$ cat src/rtl/router_pkg.sv
// -----------------------------------------------------------------------------
// router_pkg
// Shared definitions for the 1x3 router control path.
//   NUM_PORTS    : number of output FIFOs (valid addresses 0..NUM_PORTS-1)
//   ADDR_W       : header address width
//   ADDR_INVALID : header address that never maps to a port
//   state_e      : controller state enumeration, fixed 3-bit binary codes
//   addr_is_valid: true when an address selects an existing port
// -----------------------------------------------------------------------------
package router_pkg;

    localparam int NUM_PORTS = 3;
    localparam int ADDR_W    = 2;

    localparam logic [ADDR_W-1:0] ADDR_INVALID = 2'b11;

    typedef enum logic [2:0] {
        DECODE_ADDRESS     = 3'd0,
        LOAD_FIRST_DATA    = 3'd1,
        LOAD_DATA          = 3'd2,
        WAIT_TILL_EMPTY    = 3'd3,
        FIFO_FULL_STATE    = 3'd4,
        LOAD_AFTER_FULL    = 3'd5,
        LOAD_PARITY        = 3'd6,
        CHECK_PARITY_ERROR = 3'd7
    } state_e;

    function automatic logic addr_is_valid(input logic [ADDR_W-1:0] addr);
        return (addr != ADDR_INVALID) && (32'(addr) < 32'(NUM_PORTS));
    endfunction

endpackage

$ cat src/rtl/router_ctrl_fsm_if.sv
// -----------------------------------------------------------------------------
// router_ctrl_fsm_if
// Bundles the controller's handshake and strobe signals.
//   master : the controller side (consumes status, drives strobes)
//   slave  : the source / synchronizer / register-block side
// Status into the controller:
//   pkt_valid, data_in, parity_done, low_pkt_valid, fifo_full,
//   fifo_empty[NUM_PORTS], soft_reset[NUM_PORTS]
// Strobes out of the controller:
//   busy, detect_add, lfd_state, ld_state, laf_state, full_state,
//   write_enb_reg, rst_int_reg, cur_addr
// -----------------------------------------------------------------------------
interface router_ctrl_fsm_if;
    import router_pkg::*;

    logic                  pkt_valid;
    logic [ADDR_W-1:0]     data_in;
    logic                  parity_done;
    logic                  low_pkt_valid;
    logic                  fifo_full;
    logic [NUM_PORTS-1:0]  fifo_empty;
    logic [NUM_PORTS-1:0]  soft_reset;

    logic                  busy;
    logic                  detect_add;
    logic                  lfd_state;
    logic                  ld_state;
    logic                  laf_state;
    logic                  full_state;
    logic                  write_enb_reg;
    logic                  rst_int_reg;
    logic [ADDR_W-1:0]     cur_addr;

    modport master (
        input  pkt_valid, data_in, parity_done, low_pkt_valid,
               fifo_full, fifo_empty, soft_reset,
        output busy, detect_add, lfd_state, ld_state, laf_state,
               full_state, write_enb_reg, rst_int_reg, cur_addr
    );

    modport slave (
        output pkt_valid, data_in, parity_done, low_pkt_valid,
               fifo_full, fifo_empty, soft_reset,
        input  busy, detect_add, lfd_state, ld_state, laf_state,
               full_state, write_enb_reg, rst_int_reg, cur_addr
    );

endinterface

$ cat src/rtl/router_ctrl_fsm.sv
// -----------------------------------------------------------------------------
// router_ctrl_fsm
// Packet-sequencing controller for the 1x3 router. Decodes the header address,
// steps the datapath through header / payload / full-hold / parity phases and
// holds the source off with busy whenever the packet path cannot take data.
// Ports:
//   clk  : system clock, rising edge
//   rst  : synchronous active-high reset
//   bus  : router_ctrl_fsm_if.master (status in, Moore strobes out)
// -----------------------------------------------------------------------------
module router_ctrl_fsm
    import router_pkg::*;
(
    input  logic               clk,
    input  logic               rst,
    router_ctrl_fsm_if.master  bus
);

    state_e              state_q, state_d;
    logic [ADDR_W-1:0]   cur_addr_q, cur_addr_d;

    // Port-selected status bits. Out-of-range indices read as 0, so an
    // invalid address can never select a phantom port.
    logic                empty_at_in;
    logic                empty_at_cur;
    logic                soft_at_cur;
    logic                hdr_ok;

    always_comb begin
        empty_at_in  = 1'b0;
        empty_at_cur = 1'b0;
        soft_at_cur  = 1'b0;
        for (int i = 0; i < NUM_PORTS; i++) begin
            if (bus.data_in == ADDR_W'(i)) begin
                empty_at_in = bus.fifo_empty[i];
            end
            if (cur_addr_q == ADDR_W'(i)) begin
                empty_at_cur = bus.fifo_empty[i];
                soft_at_cur  = bus.soft_reset[i];
            end
        end
    end

    assign hdr_ok = bus.pkt_valid && addr_is_valid(bus.data_in);

    // ---------------- state / address register ----------------
    always_ff @(posedge clk) begin
        if (rst) begin
            state_q    <= DECODE_ADDRESS;
            cur_addr_q <= '0;
        end else begin
            state_q    <= state_d;
            cur_addr_q <= cur_addr_d;
        end
    end

    // ---------------- next-state logic ----------------
    always_comb begin
        state_d    = state_q;
        cur_addr_d = cur_addr_q;

        case (state_q)
            DECODE_ADDRESS: begin
                if (hdr_ok) begin
                    cur_addr_d = bus.data_in;
                    state_d    = empty_at_in ? LOAD_FIRST_DATA : WAIT_TILL_EMPTY;
                end
            end
            WAIT_TILL_EMPTY: begin
                if (empty_at_cur) begin
                    state_d = LOAD_FIRST_DATA;
                end
            end
            LOAD_FIRST_DATA: begin
                state_d = LOAD_DATA;
            end
            LOAD_DATA: begin
                // Full takes precedence: the byte on the bus must be held
                // even if this is the last payload byte.
                if (bus.fifo_full) begin
                    state_d = FIFO_FULL_STATE;
                end else if (!bus.pkt_valid) begin
                    state_d = LOAD_PARITY;
                end
            end
            FIFO_FULL_STATE: begin
                if (!bus.fifo_full) begin
                    state_d = LOAD_AFTER_FULL;
                end
            end
            LOAD_AFTER_FULL: begin
                if (bus.parity_done) begin
                    state_d = DECODE_ADDRESS;
                end else if (bus.low_pkt_valid) begin
                    state_d = LOAD_PARITY;
                end else begin
                    state_d = LOAD_DATA;
                end
            end
            LOAD_PARITY: begin
                state_d = CHECK_PARITY_ERROR;
            end
            CHECK_PARITY_ERROR: begin
                state_d = bus.fifo_full ? FIFO_FULL_STATE : DECODE_ADDRESS;
            end
            default: begin
                state_d = DECODE_ADDRESS;
            end
        endcase

        // A timeout on the port owning the packet aborts it from any state
        // except the idle/decode state, overriding the table above.
        if (state_q != DECODE_ADDRESS && soft_at_cur) begin
            state_d = DECODE_ADDRESS;
        end
    end

    // ---------------- Moore output decode ----------------
    always_comb begin
        bus.detect_add    = 1'b0;
        bus.lfd_state     = 1'b0;
        bus.ld_state      = 1'b0;
        bus.laf_state     = 1'b0;
        bus.full_state    = 1'b0;
        bus.rst_int_reg   = 1'b0;
        bus.write_enb_reg = 1'b0;
        bus.busy          = 1'b1;

        case (state_q)
            DECODE_ADDRESS: begin
                bus.detect_add = 1'b1;
                bus.busy       = 1'b0;
            end
            LOAD_FIRST_DATA: begin
                bus.lfd_state = 1'b1;
            end
            LOAD_DATA: begin
                bus.ld_state      = 1'b1;
                bus.write_enb_reg = 1'b1;
                bus.busy          = 1'b0;
            end
            LOAD_AFTER_FULL: begin
                bus.laf_state     = 1'b1;
                bus.write_enb_reg = 1'b1;
            end
            FIFO_FULL_STATE: begin
                bus.full_state = 1'b1;
            end
            LOAD_PARITY: begin
                bus.write_enb_reg = 1'b1;
            end
            CHECK_PARITY_ERROR: begin
                bus.rst_int_reg = 1'b1;
            end
            default: begin
                // WAIT_TILL_EMPTY: busy only
            end
        endcase
    end

    assign bus.cur_addr = cur_addr_q;

endmodule

$ cat src/flat_wrapper.sv
// flat-port wrapper written by rule: the top's interface ports become plain ports
module router_ctrl_fsm_flat import router_pkg::*;
  (clk, rst, bus_pkt_valid, bus_data_in, bus_parity_done, bus_low_pkt_valid, bus_fifo_full, bus_fifo_empty, bus_soft_reset, bus_busy, bus_detect_add, bus_lfd_state, bus_ld_state, bus_laf_state, bus_full_state, bus_write_enb_reg, bus_rst_int_reg, bus_cur_addr);
  router_ctrl_fsm_if bus_i ();
  input  logic clk;
  input  logic rst;
  input wire logic [$bits(bus_i.pkt_valid)-1:0] bus_pkt_valid;
  input wire logic [$bits(bus_i.data_in)-1:0] bus_data_in;
  input wire logic [$bits(bus_i.parity_done)-1:0] bus_parity_done;
  input wire logic [$bits(bus_i.low_pkt_valid)-1:0] bus_low_pkt_valid;
  input wire logic [$bits(bus_i.fifo_full)-1:0] bus_fifo_full;
  input wire logic [$bits(bus_i.fifo_empty)-1:0] bus_fifo_empty;
  input wire logic [$bits(bus_i.soft_reset)-1:0] bus_soft_reset;
  output wire logic [$bits(bus_i.busy)-1:0] bus_busy;
  output wire logic [$bits(bus_i.detect_add)-1:0] bus_detect_add;
  output wire logic [$bits(bus_i.lfd_state)-1:0] bus_lfd_state;
  output wire logic [$bits(bus_i.ld_state)-1:0] bus_ld_state;
  output wire logic [$bits(bus_i.laf_state)-1:0] bus_laf_state;
  output wire logic [$bits(bus_i.full_state)-1:0] bus_full_state;
  output wire logic [$bits(bus_i.write_enb_reg)-1:0] bus_write_enb_reg;
  output wire logic [$bits(bus_i.rst_int_reg)-1:0] bus_rst_int_reg;
  output wire logic [$bits(bus_i.cur_addr)-1:0] bus_cur_addr;
  assign bus_i.pkt_valid = bus_pkt_valid;
  assign bus_i.data_in = bus_data_in;
  assign bus_i.parity_done = bus_parity_done;
  assign bus_i.low_pkt_valid = bus_low_pkt_valid;
  assign bus_i.fifo_full = bus_fifo_full;
  assign bus_i.fifo_empty = bus_fifo_empty;
  assign bus_i.soft_reset = bus_soft_reset;
  assign bus_busy = bus_i.busy;
  assign bus_detect_add = bus_i.detect_add;
  assign bus_lfd_state = bus_i.lfd_state;
  assign bus_ld_state = bus_i.ld_state;
  assign bus_laf_state = bus_i.laf_state;
  assign bus_full_state = bus_i.full_state;
  assign bus_write_enb_reg = bus_i.write_enb_reg;
  assign bus_rst_int_reg = bus_i.rst_int_reg;
  assign bus_cur_addr = bus_i.cur_addr;
  router_ctrl_fsm u_core (.clk(clk), .rst(rst), .bus(bus_i));
endmodule
$ cat config.mk
export PLATFORM = sky130hd
export DESIGN_NAME = router_ctrl_fsm_flat
export DESIGN_NICKNAME = d
export VERILOG_FILES = /design/src/rtl/router_pkg.sv /design/src/rtl/router_ctrl_fsm_if.sv /design/src/rtl/router_ctrl_fsm.sv /design/src/flat_wrapper.sv
export SDC_FILE = /design/constraint.sdc
export NUM_CORES = 1
export LEC_CHECK = 0
export BUFFER_PORTS_ARGS = -buffer_cell sky130_fd_sc_hd__buf_2
export CAP_MARGIN = 20
export CELL_PAD_IN_SITES_DETAIL_PLACEMENT = 0
export CELL_PAD_IN_SITES_GLOBAL_PLACEMENT = 2
export CORE_MARGIN = 2
export CORE_UTILIZATION = 23
export CTS_BUF_LIST = sky130_fd_sc_hd__clkbuf_4 sky130_fd_sc_hd__clkbuf_8 sky130_fd_sc_hd__clkbuf_16
export CTS_CLUSTER_DIAMETER = 40
export DETAILED_ROUTE_END_ITERATION = 8
export PLACE_DENSITY = 0.75
export SKIP_LAST_GASP = 1
export SYNTH_ARGS = -nofsm -noshare
export SYNTH_HDL_FRONTEND = slang
export SYNTH_SLANG_ARGS = --single-unit
$ cat constraint.sdc
create_clock -name clk -period 1.76 [get_ports clk]
set_clock_uncertainty 0.2 [all_clocks]
set_input_delay 0.088 -clock clk [delete_from_list [all_inputs] [get_ports clk]]
set_output_delay 0.088 -clock clk [all_outputs]
set_load 0.005 [all_outputs]
==> flow_summary_export.csv, run 1 <==
group,metric,value,unit
pwr,peak_ir_drop_on_the_vdd_network,0.372,mV
synthesis,synth_seq_cells,5,
placed_design,pre_cts_ws,0.143,ns
synthesis,synth_area_leaders,"sky130_fd_sc_hd__dfxtp_1 22%, sky130_fd_sc_hd__mux2i_1 6.5%, sky130_fd_sc_hd__nand3b_1 6.5%",
floorplanning,die-area,2390,µm²
synthesis,sequential_cell_area_fraction_in_the_yosys_report,0.216,
floorplanning,dieHeight,48.9,µm
synthesis,synth_edf_count,0,
clocking,ctsLongestPathBuffers,2,
synthesis,yosysWarnings,0,
floorplanning,design.core.area,1940,µm²
timing,rsz0062_at_grt,"no",
layout,layout.cell_area.non_filler,662,µm²
pwr,static-leakage-power,0.308,nW
clocking,clk_sink_count,5,
clocking,worst_skew_pair.late_latency,0.24,ns
synthesis,synth_top_family_by_area,"simple AND/OR/NAND/NOR gates",
timing,report.final.setup_viol,0,
global_routing,grt-ovfl-total,0,
layout,layout.filler_cells,216,
setup_path,crit_fanout,9,
timing,max_transition_margin,0.800,
global_routing,antenna_found_initial,0,
setup_path,reg_to_reg_critical_path_startpoint,"u_core.state_q[0]",
global_routing,pin_count_of_the_biggest_net_entering_global_routing,11,
layout,drive_above_1_share,0.524,
setup_path,worst-endpoint-arrival,1.36,ns
setup_path,r2r_cells,4,
clocking,cts_root_buffer,"sky130_fd_sc_hd__clkbuf_4",
synthesis,yosys-mux-area-fraction,0.0889,
timing,worst_hold_slack,0.0183,ns
floorplanning,initial_utilization,0.239,
synthesis,post_synthesis_instance_area,464,µm²
global_routing,global_route.usage.total,0.101,
layout,antenna_cells,0,
layout,area_of_the_multi_input_gates,337,µm²
placed_design,placement.cell_area,601,µm²
synthesis,postSynth.asyncResetShare,0,
synthesis,syn-num-nets,68,
timing,finalHoldViolations,0,
layout,final-seq-area,101,µm²
setup_path,worstPathRequired,1.47,ns
run_status,run_status,"completed",
timing,setup-tns-final,0,ns
synthesis,syn_inst,54,
layout,area.growth.synth_to_final,42.6,%
hold_path,hold_path.class,"in -> reg",
clocking,worst_setup_hold_path_clk_slew,0.05,ns
routing,vias_per_cell,4.43,
synthesis,synth_flop_cell,"sky130_fd_sc_hd__dfxtp_1",
synthesis,synth_top_area_cell,"sky130_fd_sc_hd__dfxtp_1",
clocking,cts_buffers,3,
placed_design,port-buffer-count,23,
job,maxCapViolCount,0,
routing,first_iter_violations,4,
synthesis,yosysUniqueCellTypes,31,
hold_path,worst_hold_startpoint,"bus_data_in[0]",
setup_path,critical_path_startpoint_category,"flop",
routing,drt-wirelength-per-cell,10.8,µm
timing,setup_slack,0.109,ns
global_routing,grt_pass1_vias,455,
synthesis,avgSynthCellArea,8.60,µm²
timing,final-max-slew-violation-count,0,
routing,drt-total-wl,1170,µm
hold_path,worst_hold_path.num_cells,3,
clocking,h-tree-depth,1,
clocking,tritoncts,"yes",
routing,drt.antenna.violating_nets,0,
floorplanning,die_w,48.9,µm
layout,num-nets-final,97,
timing,period_share,0.938,
clocking,post-cts-setup-buffers,0,
placed_design,detailed_place_hpwl,923,µm
synthesis,synthSimpleGateAreaFrac,0.434,
global_routing,global_route_wire_length_before_repair,1950,µm
synthesis,synth-xor-area-share,0,
synthesis,compound_gate_fraction_of_synth_area,0.202,
placed_design,gp_congestion,0.687,
routing,dr_total_vias,483,
setup_path,worst-r2r-setup-slack,0.14,ns
pwr,power_density,1290,nW/µm²
floorplanning,floorplan.io_pins,24,
setup_path,worst_r2r_endpoint,"u_core.state_q[0]",
synthesis,post_synth_most_frequent_cells,"5 x sky130_fd_sc_hd__dfxtp_1, 5 x sky130_fd_sc_hd__nor2_1, 4 x sky130_fd_sc_hd__nand3b_1, 3 x sky130_fd_sc_hd__mux2i_1, 3 x sky130_fd_sc_hd__o21ai_0",
timing,finalCriticalPeriod,1.65,ns
setup_path,crit_type,"reg -> out",
synthesis,yosys_top_cell_area_share,0.216,
hold_path,hold_path_end,"u_core.bus.cur_addr[0]",
timing,achievable-frequency,0.606,GHz
floorplanning,core.rowCount,16,
timing,timing_worst_slew_pin_value,0.300,ns
routing,drcViolationCount,0,
routing,detailed_router_iteration_count_before_antenna_repair,4,
setup_path,critPathCaptureType,"output port",
pwr,report.power.total,855,µW
synthesis,yosys.area_share.adder,0,
per-stage QoR:
| stage | utilization | instances |
|---|---|---|
| 6_report | 0.341 | 109 |
| 5_1_grt | 0.341 | 109 |
| 4_1_cts | 0.341 | 109 |
| 3_5_place_dp | 0.309 | 102 |
| 3_3_place_gp | 0.309 | 102 |
| 2_1_floorplan | - | 54 |
timing repair:
action,4_1_cts,5_1_grt
resized for setup,1,0
setup endpoints to repair,1,0
hold endpoints to repair,5,0
hold buffers,3,0
power breakdown:
group	leakage (nW)	switching, mW	total [mW]	internal, mW
Combinational	0.248	0.228	0.482	0.255
Sequential	0.0414	0.0719	0.224	0.152
Clock	0.0184	0.0478	0.149	0.101
Total	0.308	0.347	0.855	0.508
layer usage:
metal | global-route usage | routed length (µm) | vias up
met1 | 0.140 | 587 | 207
met5 | 0 | 0 | -
met4 | 0.0571 | 0 | 0
li1 | - | - | 255
met2 | 0.155 | 507 | 21
met3 | 0.00613 | 79 | 0
how the worst max path moves through the flow:
stage                                  from                      to  depth (start not counted)
after global routing      u_core.state_q[1]       bus_write_enb_reg                          4
after CTS                 u_core.state_q[1]       bus_write_enb_reg                          4
final                     u_core.state_q[1]       bus_write_enb_reg                          4
after detailed placement  u_core.state_q[0]       u_core.state_q[0]                          4
after floorplan           u_core.state_q[2]  u_core.bus.cur_addr[1]                          5
after global placement    u_core.state_q[0]       u_core.state_q[0]                          4
sequential cells by signal, summed over array words and instances (netlist names):
| name | cells |
|---|---|
| u_core.state_q | 3 |
| u_core.bus.cur_addr | 2 |
cell type report:
cell class,count,area share
repair buffers,27,0.231
inverters,2,0.0113
multi-input cells,44,0.509
flip-flops and latches,5,0.153
well taps,27,0.0510
clock buffers,4,0.0454
worst max-delay path: stages (launching register included):
cell,delay [ns]
sky130_fd_sc_hd__dfxtp_2,0.39
sky130_fd_sc_hd__inv_1,0.10
sky130_fd_sc_hd__and3_2,0.22
sky130_fd_sc_hd__or2_2,0.29
sky130_fd_sc_hd__buf_2,0.13
cells by family (layout without fill, tap and decap cells):
logic type	Yosys count	after routing
flip-flops	5	5
multiplexers	4	4
buffers and inverters	5	33
AND/OR/NAND/NOR	27	27
AO/OA/AOI/OAI	13	13
placed cells by master (no fill, tap or decap), types with 2 or more instances in the layout:
cell type	count
sky130_fd_sc_hd__nor3_2	2
sky130_fd_sc_hd__dlygate4sd3_1	3
sky130_fd_sc_hd__a21oi_1	2
sky130_fd_sc_hd__clkbuf_4	4
sky130_fd_sc_hd__nand2_1	2
sky130_fd_sc_hd__buf_2	23
sky130_fd_sc_hd__dfxtp_1	4
sky130_fd_sc_hd__or2_2	2
sky130_fd_sc_hd__and3_2	2
sky130_fd_sc_hd__nor2_1	5
sky130_fd_sc_hd__inv_1	2
sky130_fd_sc_hd__nor3b_2	2
sky130_fd_sc_hd__o21ai_0	3
sky130_fd_sc_hd__mux2i_1	3
sky130_fd_sc_hd__nor2b_1	2
sky130_fd_sc_hd__nand3b_1	4
Note: power is estimated with default switching activity, not from simulation.
==> run 2: changes to the inputs <==
Settings changed: HOLD_SLACK_MARGIN from default to 0.02.
==> run 2 against run 1 <==
Against the previous run: non-clock buffer count is 1 higher; core utilization grew 0.52 points; largest power group unchanged; power up 0.20%; via count up 0.83%; critical path depth unchanged; final cell count is 0.92% higher; sequential share of layout area is 0.23 points lower; worst setup slack did not move; register-to-register slack about the same.
==> flow_summary_export.csv, run 2 (synthesis gave the netlist of run 1 again) <==
group,metric,value,unit
run_status,run_status,"completed",
layout,layout_commonest_cell,"sky130_fd_sc_hd__buf_2",
timing,period_share,0.938,
timing,max_transition_margin,0.800,
layout,area_of_the_multi_input_gates,337,µm²
setup_path,crit_type,"reg -> out",
layout,layout.cells.most_common_list,"23 x sky130_fd_sc_hd__buf_2, 5 x sky130_fd_sc_hd__nor2_1",
floorplanning,die-area,2390,µm²
layout,area.growth.synth_to_final,44.7,%
layout,drive_above_1_share,0.518,
timing,achievable-frequency,0.606,GHz
routing,first_iter_violations,4,
hold_path,hold_path_end,"u_core.state_q[1]",
layout,layout.cell_area.non_filler,672,µm²
global_routing,global_route.usage.total,0.102,
clocking,tritoncts,"yes",
floorplanning,die_w,48.9,µm
timing,timing_worst_slew_pin_value,0.300,ns
placed_design,port-buffer-count,23,
layout,num-nets-final,98,
routing,drt-wirelength-per-cell,10.7,µm
routing,drt.antenna.violating_nets,0,
timing,rsz0062_at_grt,"no",
layout,layout.filler_cells,217,
floorplanning,design.core.area,1940,µm²
placed_design,detailed_place_hpwl,923,µm
timing,final-max-slew-violation-count,0,
setup_path,worst_r2r_endpoint,"u_core.state_q[0]",
clocking,ctsLongestPathBuffers,2,
timing,report.final.setup_viol,0,
setup_path,worst-endpoint-arrival,1.36,ns
timing,finalHoldViolations,0,
setup_path,worst-r2r-setup-slack,0.14,ns
clocking,worst_skew_pair.late_latency,0.24,ns
global_routing,grt_pass1_vias,467,
layout,largest_reg_flops,3,
floorplanning,floorplan.io_pins,24,
clocking,h-tree-depth,1,
setup_path,critPathBufInv,2,
setup_path,max_stage_delay,0.39,ns
routing,drt-total-wl,1180,µm
placed_design,placement.cell_area,601,µm²
layout,antenna_cells,0,
routing,drcViolationCount,0,
clocking,clk_sink_count,5,
global_routing,pin_count_of_the_biggest_net_entering_global_routing,11,
setup_path,r2r_cells,4,
timing,setup-tns-final,0,ns
clocking,cts_root_buffer,"sky130_fd_sc_hd__clkbuf_4",
layout,layout.core_utilization,0.346,
routing,vias_per_cell,4.43,
timing,finalCriticalPeriod,1.65,ns
setup_path,critical_path_startpoint_category,"flop",
floorplanning,dieHeight,48.9,µm
clocking,worst_setup_hold_path_clk_slew,0.05,ns
pwr,peak_ir_drop_on_the_vdd_network,0.372,mV
floorplanning,initial_utilization,0.239,
global_routing,grt-ovfl-total,0,
setup_path,cp_slowest_cell,"sky130_fd_sc_hd__dfxtp_2",
job,maxCapViolCount,0,
layout,final-seq-area,101,µm²
setup_path,critPathCaptureType,"output port",
hold_path,worst_hold_startpoint,"bus_fifo_empty[1]",
hold_path,worst_hold_path.num_cells,4,
floorplanning,core.rowCount,16,
setup_path,crit_fanout,9,
clocking,cts_buffers,3,
placed_design,gp_congestion,0.687,
global_routing,antenna_found_initial,0,
pwr,power_density,1280,nW/µm²
setup_path,critPathTopFamily,"simple AND/OR/NAND/NOR gates",
pwr,static-leakage-power,0.312,nW
setup_path,reg_to_reg_critical_path_startpoint,"u_core.state_q[0]",
routing,dr_total_vias,487,
global_routing,global_route_wire_length_before_repair,1980,µm
routing,detailed_router_iteration_count_before_antenna_repair,4,
setup_path,worstPathRequired,1.47,ns
hold_path,hold_path.class,"in -> reg",
setup_path,cp_cell_instances,"inv_1 > and3_2 > or2_2 > buf_2",
layout,largest_register,"u_core.state_q",
run 2: report_power, final:
group | leakage, nW | switching [mW] | internal (mW) | total [mW]
clock network | 0.0184 | 0.0478 | 0.101 | 0.149
logic | 0.252 | 0.228 | 0.256 | 0.484
registers | 0.0414 | 0.0719 | 0.152 | 0.224
total | 0.312 | 0.348 | 0.509 | 0.857
run 2: through the flow:
step	worst slack, ns	power [mW]	std cells	hold slack, ns
floorplan	0.259	0.557	54	-0.0423
global placement	0.121	0.711	102	0.107
detailed placement	0.143	0.706	102	0.111
CTS	0.0974	0.872	110	0.0324
global route	0.0572	0.927	110	0.0764
finish	0.109	0.857	110	0.0537
run 2: repair_timing:
item,CTS,global route
hold buffers,4,0
resized for setup,1,0
setup endpoints to repair,1,0
hold endpoints to repair,5,0
setup buffers,0,0
run 2: layout make-up:
type | instances | area share
Inverter | 2 | 0.0112
Multi-Input combinational cell | 44 | 0.501
Timing Repair Buffer | 28 | 0.242
Clock buffer | 4 | 0.0447
Sequential cell | 5 | 0.151
Tap cell | 27 | 0.0503
run 2: worst max-delay path by stage:
stage	start	endpoint	slack (ns)	depth (start not counted)
detailed placement	u_core.state_q[0]	u_core.state_q[0]	0.14	4
CTS	u_core.state_q[1]	bus_write_enb_reg	0.1	4
global route	u_core.state_q[1]	bus_write_enb_reg	0.06	4
floorplan	u_core.state_q[2]	u_core.bus.cur_addr[1]	0.26	5
global placement	u_core.state_q[0]	u_core.state_q[0]	0.12	4
finish	u_core.state_q[1]	bus_write_enb_reg	0.11	4
run 2: worst register-to-register path, cell delays in order (launching register included):
cell and delay [ns]:
sky130_fd_sc_hd__dfxtp_1 0.49, sky130_fd_sc_hd__nor2_1 0.10, sky130_fd_sc_hd__and2_2 0.22, sky130_fd_sc_hd__a2111o_1 0.40, sky130_fd_sc_hd__a21oi_1 0.14
run 2: metal layers:
layer,up-vias,routed length [µm],global-route usage
li1,257,-,-
met1,209,587,0.140
met2,21,518,0.160
met3,0,76,0.00613
met4,0,0,0.0571
met5,-,0,0
==> run 3: changes to the inputs <==
Settings changed: PLACE_DENSITY 0.75 to 0.86.
==> run 3 against run 2 <==
Against the previous run: critical path depth unchanged; via count grew 5.5%; final cell count rose by 0.91%; non-clock buffer count is 1 higher; count of clock-buffer cells in the layout is the same; register-to-register slack improved by 0.06 ns; first-iteration DRC count is 130% higher; critical endpoint unchanged; highest routed layer unchanged.
==> flow_summary_export.csv, run 3 (synthesis gave the netlist of run 1 again) <==
group,metric,value,unit
timing,finalCriticalPeriod,1.64,ns
setup_path,critical_path_startpoint_category,"flop",
routing,detailed_router_iteration_count_before_antenna_repair,4,
pwr,report.power.total,864,µW
global_routing,met2_track_utilization_from_global_routing,0.160,
clocking,h-tree-depth,1,
floorplanning,initial_utilization,0.239,
floorplanning,design.core.area,1940,µm²
pwr,static-leakage-power,0.318,nW
layout,num-nets-final,99,
global_routing,top_usage_layer,"met2",
routing,drt.antenna.violating_nets,0,
pwr,power_density,1270,nW/µm²
setup_path,max_stage_delay,0.39,ns
layout,layout_commonest_cell,"sky130_fd_sc_hd__buf_2",
clocking,ctsLongestPathBuffers,2,
clocking,cts_root_buffer,"sky130_fd_sc_hd__clkbuf_4",
timing,finalHoldViolations,0,
floorplanning,core.rowCount,16,
timing,max_transition_margin,0.837,
placed_design,gp_congestion,0.727,
layout,layout.cell_area.non_filler,679,µm²
layout,largest_register,"u_core.state_q",
setup_path,crit_type,"reg -> out",
timing,timing_worst_slew_pin_value,0.243,ns
placed_design,port-buffer-count,23,
global_routing,grt-ovfl-total,0,
setup_path,critPathTopFamily,"simple AND/OR/NAND/NOR gates",
setup_path,crit_fanout,9,
timing,rsz0062_at_grt,"no",
job,maxCapViolCount,0,
timing,report.final.setup_viol,0,
layout,drive_above_1_share,0.524,
setup_path,cp_slowest_cell,"sky130_fd_sc_hd__dfxtp_2",
layout,area.growth.synth_to_final,46.4,%
global_routing,grt.met3_usage,0.0337,
setup_path,worstPathRequired,1.47,ns
routing,drt-wirelength-per-cell,10.9,µm
clocking,clk_sink_count,5,
setup_path,worst-endpoint-arrival,1.35,ns
clocking,worst_setup_hold_path_clk_slew,0.04,ns
layout,layout.core_utilization,0.350,
global_routing,met1_usage,0.137,
clocking,worst_skew_pair.late_latency,0.24,ns
global_routing,antenna_found_initial,0,
hold_path,hold_path.class,"in -> reg",
global_routing,global_route.usage.total,0.103,
timing,worst_hold_slack,0.0433,ns
setup_path,critPathCaptureType,"output port",
routing,first_iter_violations,9,
layout,layout.cells.most_common_list,"23 x sky130_fd_sc_hd__buf_2, 5 x sky130_fd_sc_hd__nor2_1",
setup_path,critPathBufInv,2,
timing,period_share,0.930,
layout,largest_reg_flops,3,
global_routing,pin_count_of_the_biggest_net_entering_global_routing,14,
clocking,cts_buffers,3,
setup_path,cp_cell_instances,"inv_1 > and3_2 > or2_2 > buf_2",
global_routing,global_route_wire_length_before_repair,1950,µm
clocking,post-cts-setup-buffers,0,
floorplanning,dieHeight,48.9,µm
routing,drt-total-wl,1210,µm
timing,final-max-slew-violation-count,0,
layout,antenna_cells,0,
floorplanning,floorplan.io_pins,24,
pwr,peak_ir_drop_on_the_vdd_network,0.399,mV
floorplanning,die_w,48.9,µm
floorplanning,die-area,2390,µm²
global_routing,grt_pass1_vias,457,
placed_design,placement.cell_area,608,µm²
run_status,run_status,"completed",
routing,dr_total_vias,514,
timing,achievable-frequency,0.611,GHz
placed_design,detailed_place_hpwl,950,µm
timing,setup-tns-final,0,ns
routing,vias_per_cell,4.63,
clocking,tritoncts,"yes",
routing,drcViolationCount,0,
## run 3: changes by cell type in the layout (fill, tap and decap cells not counted), sizes merged
cell and delta:
buf +1
## run 3: what timing repair did
item                                    in CTS  in global routing
endpoints found under the hold margin        5                  0
endpoints found under the setup margin       0                  1
resized for setup                            0                  1
hold buffers                                 4                  0
## run 3: routing by layer
layer | wire (µm) | part of all wire
met1 | 587 | 0.49
met2 | 513 | 0.42
met3 | 109 | 0.090
met4 | 0 | 0
met5 | 0 | 0
## run 3: per-stage QoR
step           instances  setup slack [ns]
5_1_grt              111            0.0557
2_1_floorplan         54             0.259
3_3_place_gp         103             0.216
4_1_cts              111           0.00399
6_report             111             0.123
3_5_place_dp         103             0.171
## run 3: final timing paths
path,slack [ns],cells past startpoint,end,from
setup / recovery,0.12,4,bus_write_enb_reg,u_core.state_q[1]
hold / removal,0.04,4,u_core.state_q[1],bus_fifo_empty[1]
setup reg to reg,0.20,5,u_core.state_q[1],u_core.state_q[0]
hold reg to reg,0.38,2,u_core.bus.cur_addr[0],u_core.bus.cur_addr[0]
## run 3: worst register-to-register path: stages (launching register included)
cell,delay [ns]
sky130_fd_sc_hd__dfxtp_1,0.32
sky130_fd_sc_hd__buf_4,0.17
sky130_fd_sc_hd__nor2b_1,0.20
sky130_fd_sc_hd__mux2i_1,0.11
sky130_fd_sc_hd__a22o_1,0.24
sky130_fd_sc_hd__a211oi_1,0.23
## run 3: final cells by class
cell class / instances / area [µm²]
repair buffers: 29 / 170
well taps: 27 / 33.8
inverters: 2 / 7.51
flip-flops and latches: 5 / 101
fillers: 227 / 1260
multi-input cells: 44 / 337
clock buffers: 4 / 30.0
## run 3: report_power, final
group / switching (mW) / internal (mW) / total (mW) / leakage (nW)
Sequential: 0.0453 / 0.152 / 0.197 / 0.0414
Clock: 0.0448 / 0.101 / 0.146 / 0.0184
Combinational: 0.256 / 0.265 / 0.521 / 0.258
